**src/rtl/word_addr_reader_if.sv**
```systemverilog
// Request, memory and response signals for the byte-address to word-read converter.
interface word_addr_reader_if #(
  parameter int unsigned ADDR_W = 32,
  parameter int unsigned DATA_W = 32
) ();
  logic                req_valid;
  logic                req_ready;
  logic [ADDR_W-1:0]   req_addr;
  logic                mem_req;
  logic [ADDR_W-3:0]   mem_index;
  logic                mem_ack;
  logic [DATA_W-1:0]   mem_rdata;
  logic                rsp_valid;
  logic                rsp_ready;
  logic [DATA_W-1:0]   rsp_data;
  logic                rsp_err;
  logic                busy;

  modport slave (
    input  req_valid, req_addr, mem_ack, mem_rdata, rsp_ready,
    output req_ready, mem_req, mem_index, rsp_valid, rsp_data, rsp_err, busy
  );

  modport master (
    output req_valid, req_addr, mem_ack, mem_rdata, rsp_ready,
    input  req_ready, mem_req, mem_index, rsp_valid, rsp_data, rsp_err, busy
  );
endinterface

```
**src/rtl/word_addr_reader.sv**
```systemverilog
// Converts a byte address to a word index, issues one memory read and returns
// the word (or an error for misalignment / timeout) over a valid/ready response.
module word_addr_reader #(
  parameter int unsigned ADDR_W  = 32,
  parameter int unsigned DATA_W  = 32,
  parameter int unsigned TIMEOUT = 15
) (
  input logic              clk,
  input logic              reset,
  word_addr_reader_if.slave bus
);
  localparam int unsigned IDX_W = ADDR_W - 2;
  localparam int unsigned CNT_W = 8;

  typedef enum logic [1:0] {
    IDLE  = 2'd0,
    ISSUE = 2'd1,
    RESP  = 2'd2
  } state_e;

  state_e              state_q, state_d;
  logic                mem_req_q, mem_req_d;
  logic [IDX_W-1:0]    mem_index_q, mem_index_d;
  logic                rsp_valid_q, rsp_valid_d;
  logic [DATA_W-1:0]   rsp_data_q, rsp_data_d;
  logic                rsp_err_q, rsp_err_d;
  logic [CNT_W-1:0]    cnt_q, cnt_d;

  logic misaligned;
  logic expired;

  assign misaligned = (bus.req_addr[1:0] != 2'b00);
  assign expired    = (cnt_q == CNT_W'(TIMEOUT - 1));

  // State and datapath registers
  always_ff @(posedge clk or posedge reset) begin
    if (reset) begin
      state_q     <= IDLE;
      mem_req_q   <= 1'b0;
      mem_index_q <= '0;
      rsp_valid_q <= 1'b0;
      rsp_data_q  <= '0;
      rsp_err_q   <= 1'b0;
      cnt_q       <= '0;
    end else begin
      state_q     <= state_d;
      mem_req_q   <= mem_req_d;
      mem_index_q <= mem_index_d;
      rsp_valid_q <= rsp_valid_d;
      rsp_data_q  <= rsp_data_d;
      rsp_err_q   <= rsp_err_d;
      cnt_q       <= cnt_d;
    end
  end

  // Next-state decode
  always_comb begin
    state_d = state_q;
    unique case (state_q)
      IDLE:    if (bus.req_valid) state_d = misaligned ? RESP : ISSUE;
      ISSUE:   if (bus.mem_ack || expired) state_d = RESP;
      RESP:    if (bus.rsp_ready) state_d = IDLE;
      default: state_d = IDLE;
    endcase
  end

  // Registered output / datapath updates; ack takes priority over timeout
  always_comb begin
    mem_req_d   = mem_req_q;
    mem_index_d = mem_index_q;
    rsp_valid_d = rsp_valid_q;
    rsp_data_d  = rsp_data_q;
    rsp_err_d   = rsp_err_q;
    cnt_d       = cnt_q;
    unique case (state_q)
      IDLE: begin
        if (bus.req_valid) begin
          if (misaligned) begin
            rsp_valid_d = 1'b1;
            rsp_err_d   = 1'b1;
            rsp_data_d  = '0;
          end else begin
            mem_req_d   = 1'b1;
            mem_index_d = bus.req_addr[ADDR_W-1:2];
            cnt_d       = '0;
          end
        end
      end
      ISSUE: begin
        if (bus.mem_ack) begin
          mem_req_d   = 1'b0;
          rsp_valid_d = 1'b1;
          rsp_err_d   = 1'b0;
          rsp_data_d  = bus.mem_rdata;
        end else if (expired) begin
          mem_req_d   = 1'b0;
          rsp_valid_d = 1'b1;
          rsp_err_d   = 1'b1;
          rsp_data_d  = '0;
        end else begin
          cnt_d = cnt_q + CNT_W'(1);
        end
      end
      RESP: begin
        if (bus.rsp_ready) rsp_valid_d = 1'b0;
      end
      default: begin
        mem_req_d   = 1'b0;
        rsp_valid_d = 1'b0;
      end
    endcase
  end

  assign bus.req_ready = (state_q == IDLE);
  assign bus.busy      = (state_q != IDLE);
  assign bus.mem_req   = mem_req_q;
  assign bus.mem_index = mem_index_q;
  assign bus.rsp_valid = rsp_valid_q;
  assign bus.rsp_data  = rsp_data_q;
  assign bus.rsp_err   = rsp_err_q;
endmodule

```
**src/flat_wrapper.sv**
```systemverilog
// flat-port wrapper written by rule: the top's interface ports become plain ports
module word_addr_reader_flat 
#(
  parameter int unsigned ADDR_W  = 32,
  parameter int unsigned DATA_W  = 32,
  parameter int unsigned TIMEOUT = 15
)
  (clk, reset, bus_req_valid, bus_req_addr, bus_mem_ack, bus_mem_rdata, bus_rsp_ready, bus_req_ready, bus_mem_req, bus_mem_index, bus_rsp_valid, bus_rsp_data, bus_rsp_err, bus_busy);
  word_addr_reader_if #(.ADDR_W(ADDR_W), .DATA_W(DATA_W)) bus_i ();
  input logic clk;
  input logic reset;
  input wire logic [$bits(bus_i.req_valid)-1:0] bus_req_valid;
  input wire logic [$bits(bus_i.req_addr)-1:0] bus_req_addr;
  input wire logic [$bits(bus_i.mem_ack)-1:0] bus_mem_ack;
  input wire logic [$bits(bus_i.mem_rdata)-1:0] bus_mem_rdata;
  input wire logic [$bits(bus_i.rsp_ready)-1:0] bus_rsp_ready;
  output wire logic [$bits(bus_i.req_ready)-1:0] bus_req_ready;
  output wire logic [$bits(bus_i.mem_req)-1:0] bus_mem_req;
  output wire logic [$bits(bus_i.mem_index)-1:0] bus_mem_index;
  output wire logic [$bits(bus_i.rsp_valid)-1:0] bus_rsp_valid;
  output wire logic [$bits(bus_i.rsp_data)-1:0] bus_rsp_data;
  output wire logic [$bits(bus_i.rsp_err)-1:0] bus_rsp_err;
  output wire logic [$bits(bus_i.busy)-1:0] bus_busy;
  assign bus_i.req_valid = bus_req_valid;
  assign bus_i.req_addr = bus_req_addr;
  assign bus_i.mem_ack = bus_mem_ack;
  assign bus_i.mem_rdata = bus_mem_rdata;
  assign bus_i.rsp_ready = bus_rsp_ready;
  assign bus_req_ready = bus_i.req_ready;
  assign bus_mem_req = bus_i.mem_req;
  assign bus_mem_index = bus_i.mem_index;
  assign bus_rsp_valid = bus_i.rsp_valid;
  assign bus_rsp_data = bus_i.rsp_data;
  assign bus_rsp_err = bus_i.rsp_err;
  assign bus_busy = bus_i.busy;
  word_addr_reader #(.ADDR_W(ADDR_W), .DATA_W(DATA_W), .TIMEOUT(TIMEOUT)) u_core (.clk(clk), .reset(reset), .bus(bus_i));
endmodule
```
**config.mk**
```make
export PLATFORM = sky130hd
export DESIGN_NAME = word_addr_reader_flat
export DESIGN_NICKNAME = d
export VERILOG_FILES = /design/src/rtl/word_addr_reader_if.sv /design/src/rtl/word_addr_reader.sv /design/src/flat_wrapper.sv
export SDC_FILE = /design/constraint.sdc
export NUM_CORES = 1
export LEC_CHECK = 0
export CAP_MARGIN = 10
export CORE_MARGIN = 2
export CORE_UTILIZATION = 44
export DETAILED_ROUTE_END_ITERATION = 6
export GPL_ROUTABILITY_DRIVEN = 0
export GPL_TIMING_DRIVEN = 0
export PLACE_DENSITY_LB_ADDON = 0.1
export SETUP_SLACK_MARGIN = 0.02
export SYNTH_ARGS = -nofsm -noshare
export SYNTH_HDL_FRONTEND = slang
export SYNTH_SLANG_ARGS = --single-unit
```
**constraint.sdc**
```tcl
create_clock -name clk -period 5.8 [get_ports clk]
set_clock_uncertainty 0.05 [all_clocks]
set_input_delay 1.45 -clock clk [delete_from_list [all_inputs] [get_ports clk]]
set_output_delay 1.45 -clock clk [all_outputs]
set_load 0.1 [all_outputs]
```
==> flow_summary.json, run 1 <==
{
  "end_kind": "output port",
  "rows": 29,
  "synth-edff-count": 0,
  "cts.clk_slew.worst_paths_ns": 0.08,
  "insertion_delay_ns": 0.34,
  "max_freq_ghz": 0.2655,
  "yosysMostFrequentCell": "dfrtp_1",
  "grt_pass1_wl_mm": 11.34,
  "final_nets": 428,
  "multi_input_area_sq_um": 980.9,
  "min_path_cells": 1,
  "reg2regPathDepth": 7,
  "synth_top_flop_cell": "dfrtp_1",
  "tightest_slew_ns": 1.005,
  "cts.root.buffer_cell": "clkbuf_8",
  "cts_setup_buffers": 0,
  "cts.path.max_buffers": 2,
  "vias": 2253,
  "critPathLaunchType": "register",
  "maxSlewViolCount": 0,
  "crit_fanout": 8,
  "diodes": 0,
  "path_class": "register to output port",
  "synth_area_leaders": "dfrtp_1 (63%), mux2_2 (11%), a22o_1 (9.4%), buf_6 (1.5%), a31oi_1 (1.5%)",
  "yosys.area.top_type": "dfrtp_1",
  "hold_violations": 0,
  "htreeDepth": 3,
  "start_util_pct": 46.25,
  "synth_cells": 210,
  "status": "completed",
  "synth-seq-cells": 75,
  "die-height_um": 86.17,
  "fin_crit_ns": 3.767,
  "ys_async_sr_fraction_pct": 100.0,
  "period_share_pct": 64.95,
  "drc": 0,
  "avgRoutedWirePerCell_um": 16.02,
  "maxSlewHeadroom_pct": 32.81,
  "ys_types": 34,
  "fillers": 452,
  "ys_seq_area_share_pct": 63.18,
  "ios": 136,
  "finalSetupTns_ns": 0,
  "register_area_sq_mm": 0.001877,
  "tritoncts": "done",
  "cts_hold_buf": 0,
  "cts-resized-gates": 0,
  "synth_fp_nets": 281,
  "port_buffers": 135,
  "drtAntennaViolNets": 0,
  "drt-total-wl_mm": 7.032,
  "synth.top_cell.area_share_pct": 63.18,
  "coreArea_sq_mm": 0.006422,
  "synthToLayoutAreaGrowth_pct": 55.39,
  "grt_use_total_pct": 19.79,
  "yosys-top-cells-count": "dfrtp_1 (75), a22o_1 (32), mux2_2 (30), inv_1 (8), a31oi_1 (7)",
  "drive_above_1_share_pct": 16.85,
  "grt_pass1_vias": 2315,
  "die-area_sq_mm": 0.007424,
  "synth_area_sq_mm": 0.002970,
  "dp_hpwl_mm": 5.194,
  "required_ns": 4.30,
  "via_per_inst": 5.132,
  "avgSynthCellArea_sq_um": 14.14,
  "grt_overflow": 0,
  "dr.pass1.iters": 4,
  "setup_viol": 0,
  "drtIter0Drc": 64,
  "rsz0062_at_grt": "false",
  "grt_antenna_before_repair": 0,
  "cts_made_buffers": 9,
  "cts_sinks": 75,
  "cap_violations": 0,
  "grt_max_degree": 46,
  "yosys_warnings": 0,
  "cp.arrival_ns": 2.27,
  "die_x_um": 86.17,
  "hold_class": "register to register"
}
==> sequential cells by signal, indices dropped and copies added (netlist names) <==
register / flops
u_core.bus.mem_index: 30
u_core.bus.mem_req: 1
u_core.bus.rsp_data: 32
u_core.bus.rsp_err: 1
u_core.bus.rsp_valid: 1
u_core.cnt_q: 8
u_core.state_q: 2
==> metal layers <==
metal	GRT usage [%]	wire length [um]	vias to the layer above
li1	-	-	1060
met1	26.19	3077	1082
met2	29.88	3193	100
met3	6.737	626	11
met4	8.225	134	0
met5	0	0	-
==> final timing paths <==
check / endpoint / slack [ns] / from
min in group asynchronous: u_core.bus.mem_index[24] / 1.41 / reset
min: u_core.bus.mem_index[9] / 0.46 / u_core.bus.mem_index[9]
max reg2reg: u_core.cnt_q[1] / 3.83 / u_core.cnt_q[0]
max in group asynchronous: u_core.cnt_q[1] / 3.74 / reset
min reg2reg: u_core.bus.mem_index[9] / 0.46 / u_core.bus.mem_index[9]
max: bus_req_ready / 2.03 / u_core.state_q[0]
==> cell type report <==
class	instances	area share, %
plain buffers	12	1.789
clock buffers	9	2.684
clock inverters	7	0.9488
inverters	8	0.7048
multi-input cells	115	21.25
flip-flops and latches	75	40.66
well taps	77	2.087
repair buffers	136	29.87
==> cell usage in the layout, fill, tap and decap left out, types with 4 or more instances in the layout <==
master             n
dfrtp_1           75
a22o_1            32
clkbuf_8           9
inv_1              7
nand2b_1           4
clkinv_2           4
buf_6              4
and3_1             4
clkdlybuf4s50_1  135
a21oi_1            5
nor2_1             4
mux2_2            30
o21ai_0            4
a31oi_1            7
==> cells by family (layout without fill, tap and decap cells) <==
kind of cell,after synthesis,in the layout,synth area share (%)
adders and majority gates,2,2,0.8423
xor gates and xnor gates,1,1,0.2949
buffers and inverters,20,172,3.791
muxes,32,32,12.09
DFF,75,75,63.18
and+or+nand+nor,25,25,5.055
AOI/OAI and AO/OA,55,55,14.74
==> metrics by stage <==
step / utilization [%] / instances / hold WS [ns] / worst slack [ns] / area (sq um)
2_1_floorplan: - / 210 / 0.4286 / 1.568 / 2970
3_3_place_gp: 68.79 / 422 / 0.4369 / 1.147 / 4418
3_5_place_dp: 69.26 / 423 / 0.4397 / 2.404 / 4448
4_1_cts: 71.87 / 439 / 0.4592 / 2.017 / 4616
5_1_grt: 71.87 / 439 / 0.4703 / 1.964 / 4616
6_report: 71.87 / 439 / 0.4567 / 2.033 / 4616
==> critical path: stages, from the launching register on <==
cell             delay [ns]
dfrtp_1                0.47
nor2_1                 0.26
clkdlybuf4s50_1        1.19
Power of run 1 is not shown: default switching activity piles up to over one toggle a cycle in this logic, so the estimate is an artifact.
==> run 2: changes to the inputs <==
--- a/config.mk
+++ b/config.mk
@@ -7,7 +7,7 @@
 export LEC_CHECK = 0
 export CAP_MARGIN = 10
 export CORE_MARGIN = 2
-export CORE_UTILIZATION = 44
+export CORE_UTILIZATION = 37
 export DETAILED_ROUTE_END_ITERATION = 6
 export GPL_ROUTABILITY_DRIVEN = 0
 export GPL_TIMING_DRIVEN = 0
==> constraint.sdc (replaced) <==
create_clock -name clk -period 3.21 [get_ports clk]
set_clock_uncertainty 0.05 [all_clocks]
set_input_delay 0.8025 -clock clk [delete_from_list [all_inputs] [get_ports clk]]
set_output_delay 0.8025 -clock clk [all_outputs]
set_load 0.1 [all_outputs]
==> flow_summary.json, run 2 (synthesis gave the netlist of run 1 again) <==
{
  "grt_max_degree": 39,
  "finalSetupTns_ns": 0,
  "htreeDepth": 3,
  "hold_class": "register to register",
  "cts_setup_buffers": 0,
  "min_path_cells": 1,
  "die-area_sq_mm": 0.008761,
  "cts-resized-gates": 0,
  "dr.pass1.iters": 4,
  "max_freq_ghz": 0.3325,
  "rsz0062_at_grt": "false",
  "setup_viol": 0,
  "final_cell_mix": "clkdlybuf4s50_1 (135), dfrtp_1 (75), a22o_1 (32)",
  "cts.path.max_buffers": 2,
  "rows": 32,
  "die_x_um": 93.60,
  "start_util_pct": 38.24,
  "layout_commonest_cell": "clkdlybuf4s50_1",
  "placed_area_sq_mm": 0.004474,
  "grt_overflow": 0,
  "synthToLayoutAreaGrowth_pct": 58.76,
  "drtAntennaViolNets": 0,
  "fillers": 662,
  "drc": 0,
  "drive_above_1_share_pct": 16.85,
  "maxSlewHeadroom_pct": 32.28,
  "crit_fanout": 8,
  "cts.root.buffer_cell": "clkbuf_8",
  "post-route-cell-area_sq_mm": 0.004716,
  "fin_crit_ns": 3.008,
  "coreArea_sq_mm": 0.007767,
  "required_ns": 2.36,
  "maxSlewViolCount": 0,
  "path_class": "register to output port",
  "via_per_inst": 4.754,
  "cap_violations": 0,
  "cts.clk_slew.worst_paths_ns": 0.08,
  "drtIter0Drc": 64,
  "grt_pass1_vias": 2267,
  "cts_made_buffers": 9,
  "cts_sinks": 75,
  "grt_pass1_wl_mm": 10.98,
  "die-height_um": 93.60,
  "avgRoutedWirePerCell_um": 14.95,
  "largest_reg_flops": 32,
  "grt_antenna_before_repair": 0,
  "status": "completed",
  "vias": 2206,
  "cts_hold_buf": 0,
  "end_kind": "output port",
  "dp_hpwl_mm": 5.016,
  "tritoncts": "done",
  "cp.arrival_ns": 2.16,
  "diodes": 0,
  "port_buffers": 135,
  "hold_violations": 0,
  "drt-total-wl_mm": 6.938,
  "ios": 136,
  "insertion_delay_ns": 0.34,
  "grt_use_total_pct": 15.98,
  "reg2regPathDepth": 7,
  "final_nets": 428,
  "tightest_slew_ns": 1.013,
  "period_share_pct": 93.70,
  "critPathLaunchType": "register"
}
[run 2: final cells by class]
class,instances,area (sq um),share of cell area (%)
multi-input cells,115,983.4,20.85
repair buffers,136,1371,29.08
flip-flops and latches,75,1877,39.80
clock inverters,5,100.1,2.123
inverters,8,32.53,0.6898
clock buffers,11,141.4,2.998
well taps,102,127.6,2.706
plain buffers,12,82.58,1.751
[run 2: routing by layer]
| metal | GRT usage [%] | vias to the layer above | routed length, um |
|---|---|---|---|
| met5 | 0 | - | 0 |
| met4 | 4.348 | 0 | 53 |
| met3 | 7.172 | 4 | 752 |
| met2 | 24.28 | 100 | 2977 |
| met1 | 20.82 | 1040 | 3154 |
| li1 | - | 1062 | - |
[run 2: final timing paths]
| path | start | end | slack (ns) |
|---|---|---|---|
| min in group asynchronous | reset | u_core.bus.mem_index[20] | 0.80 |
| max in group asynchronous | reset | u_core.bus.rsp_data[23] | 1.75 |
| setup reg to reg | u_core.cnt_q[0] | u_core.cnt_q[1] | 1.33 |
| hold / removal | u_core.bus.rsp_data[4] | u_core.bus.rsp_data[4] | 0.46 |
| setup / recovery | u_core.state_q[0] | bus_req_ready | 0.20 |
| hold reg to reg | u_core.bus.rsp_data[4] | u_core.bus.rsp_data[4] | 0.46 |
[run 2: stage by stage]
| stage | setup WS, ns | hold slack (ns) | util [%] | std cells |
|---|---|---|---|---|
| floorplan | 0.3264 | 0.4286 | - | 210 |
| detailed placement | 0.5687 | 0.4407 | 57.60 | 448 |
| CTS | 0.1849 | 0.4601 | 60.71 | 464 |
| global placement | -0.8542 | 0.4364 | 57.31 | 447 |
| finish | 0.2023 | 0.4553 | 60.71 | 464 |
| global route | 0.1168 | 0.4688 | 60.71 | 464 |
[run 2: critical path, cell delays in order, from the launching register on]
cell	delay, ns
dfrtp_1	0.47
nor2_2	0.19
clkdlybuf4s50_1	1.16
Power of run 2 is left out for the same reason.
==> run 3: changes to the inputs <==
--- a/config.mk
+++ b/config.mk
@@ -13,6 +13,7 @@
 export GPL_TIMING_DRIVEN = 0
 export PLACE_DENSITY_LB_ADDON = 0.1
 export SETUP_SLACK_MARGIN = 0.02
+export SLEW_MARGIN = 20
 export SYNTH_ARGS = -nofsm -noshare
 export SYNTH_HDL_FRONTEND = slang
 export SYNTH_SLANG_ARGS = --single-unit
==> results of run 3 <==
No change in the layout: final DEF, timing and power equal those of run 2.
Power of run 3 is left out for the same reason.
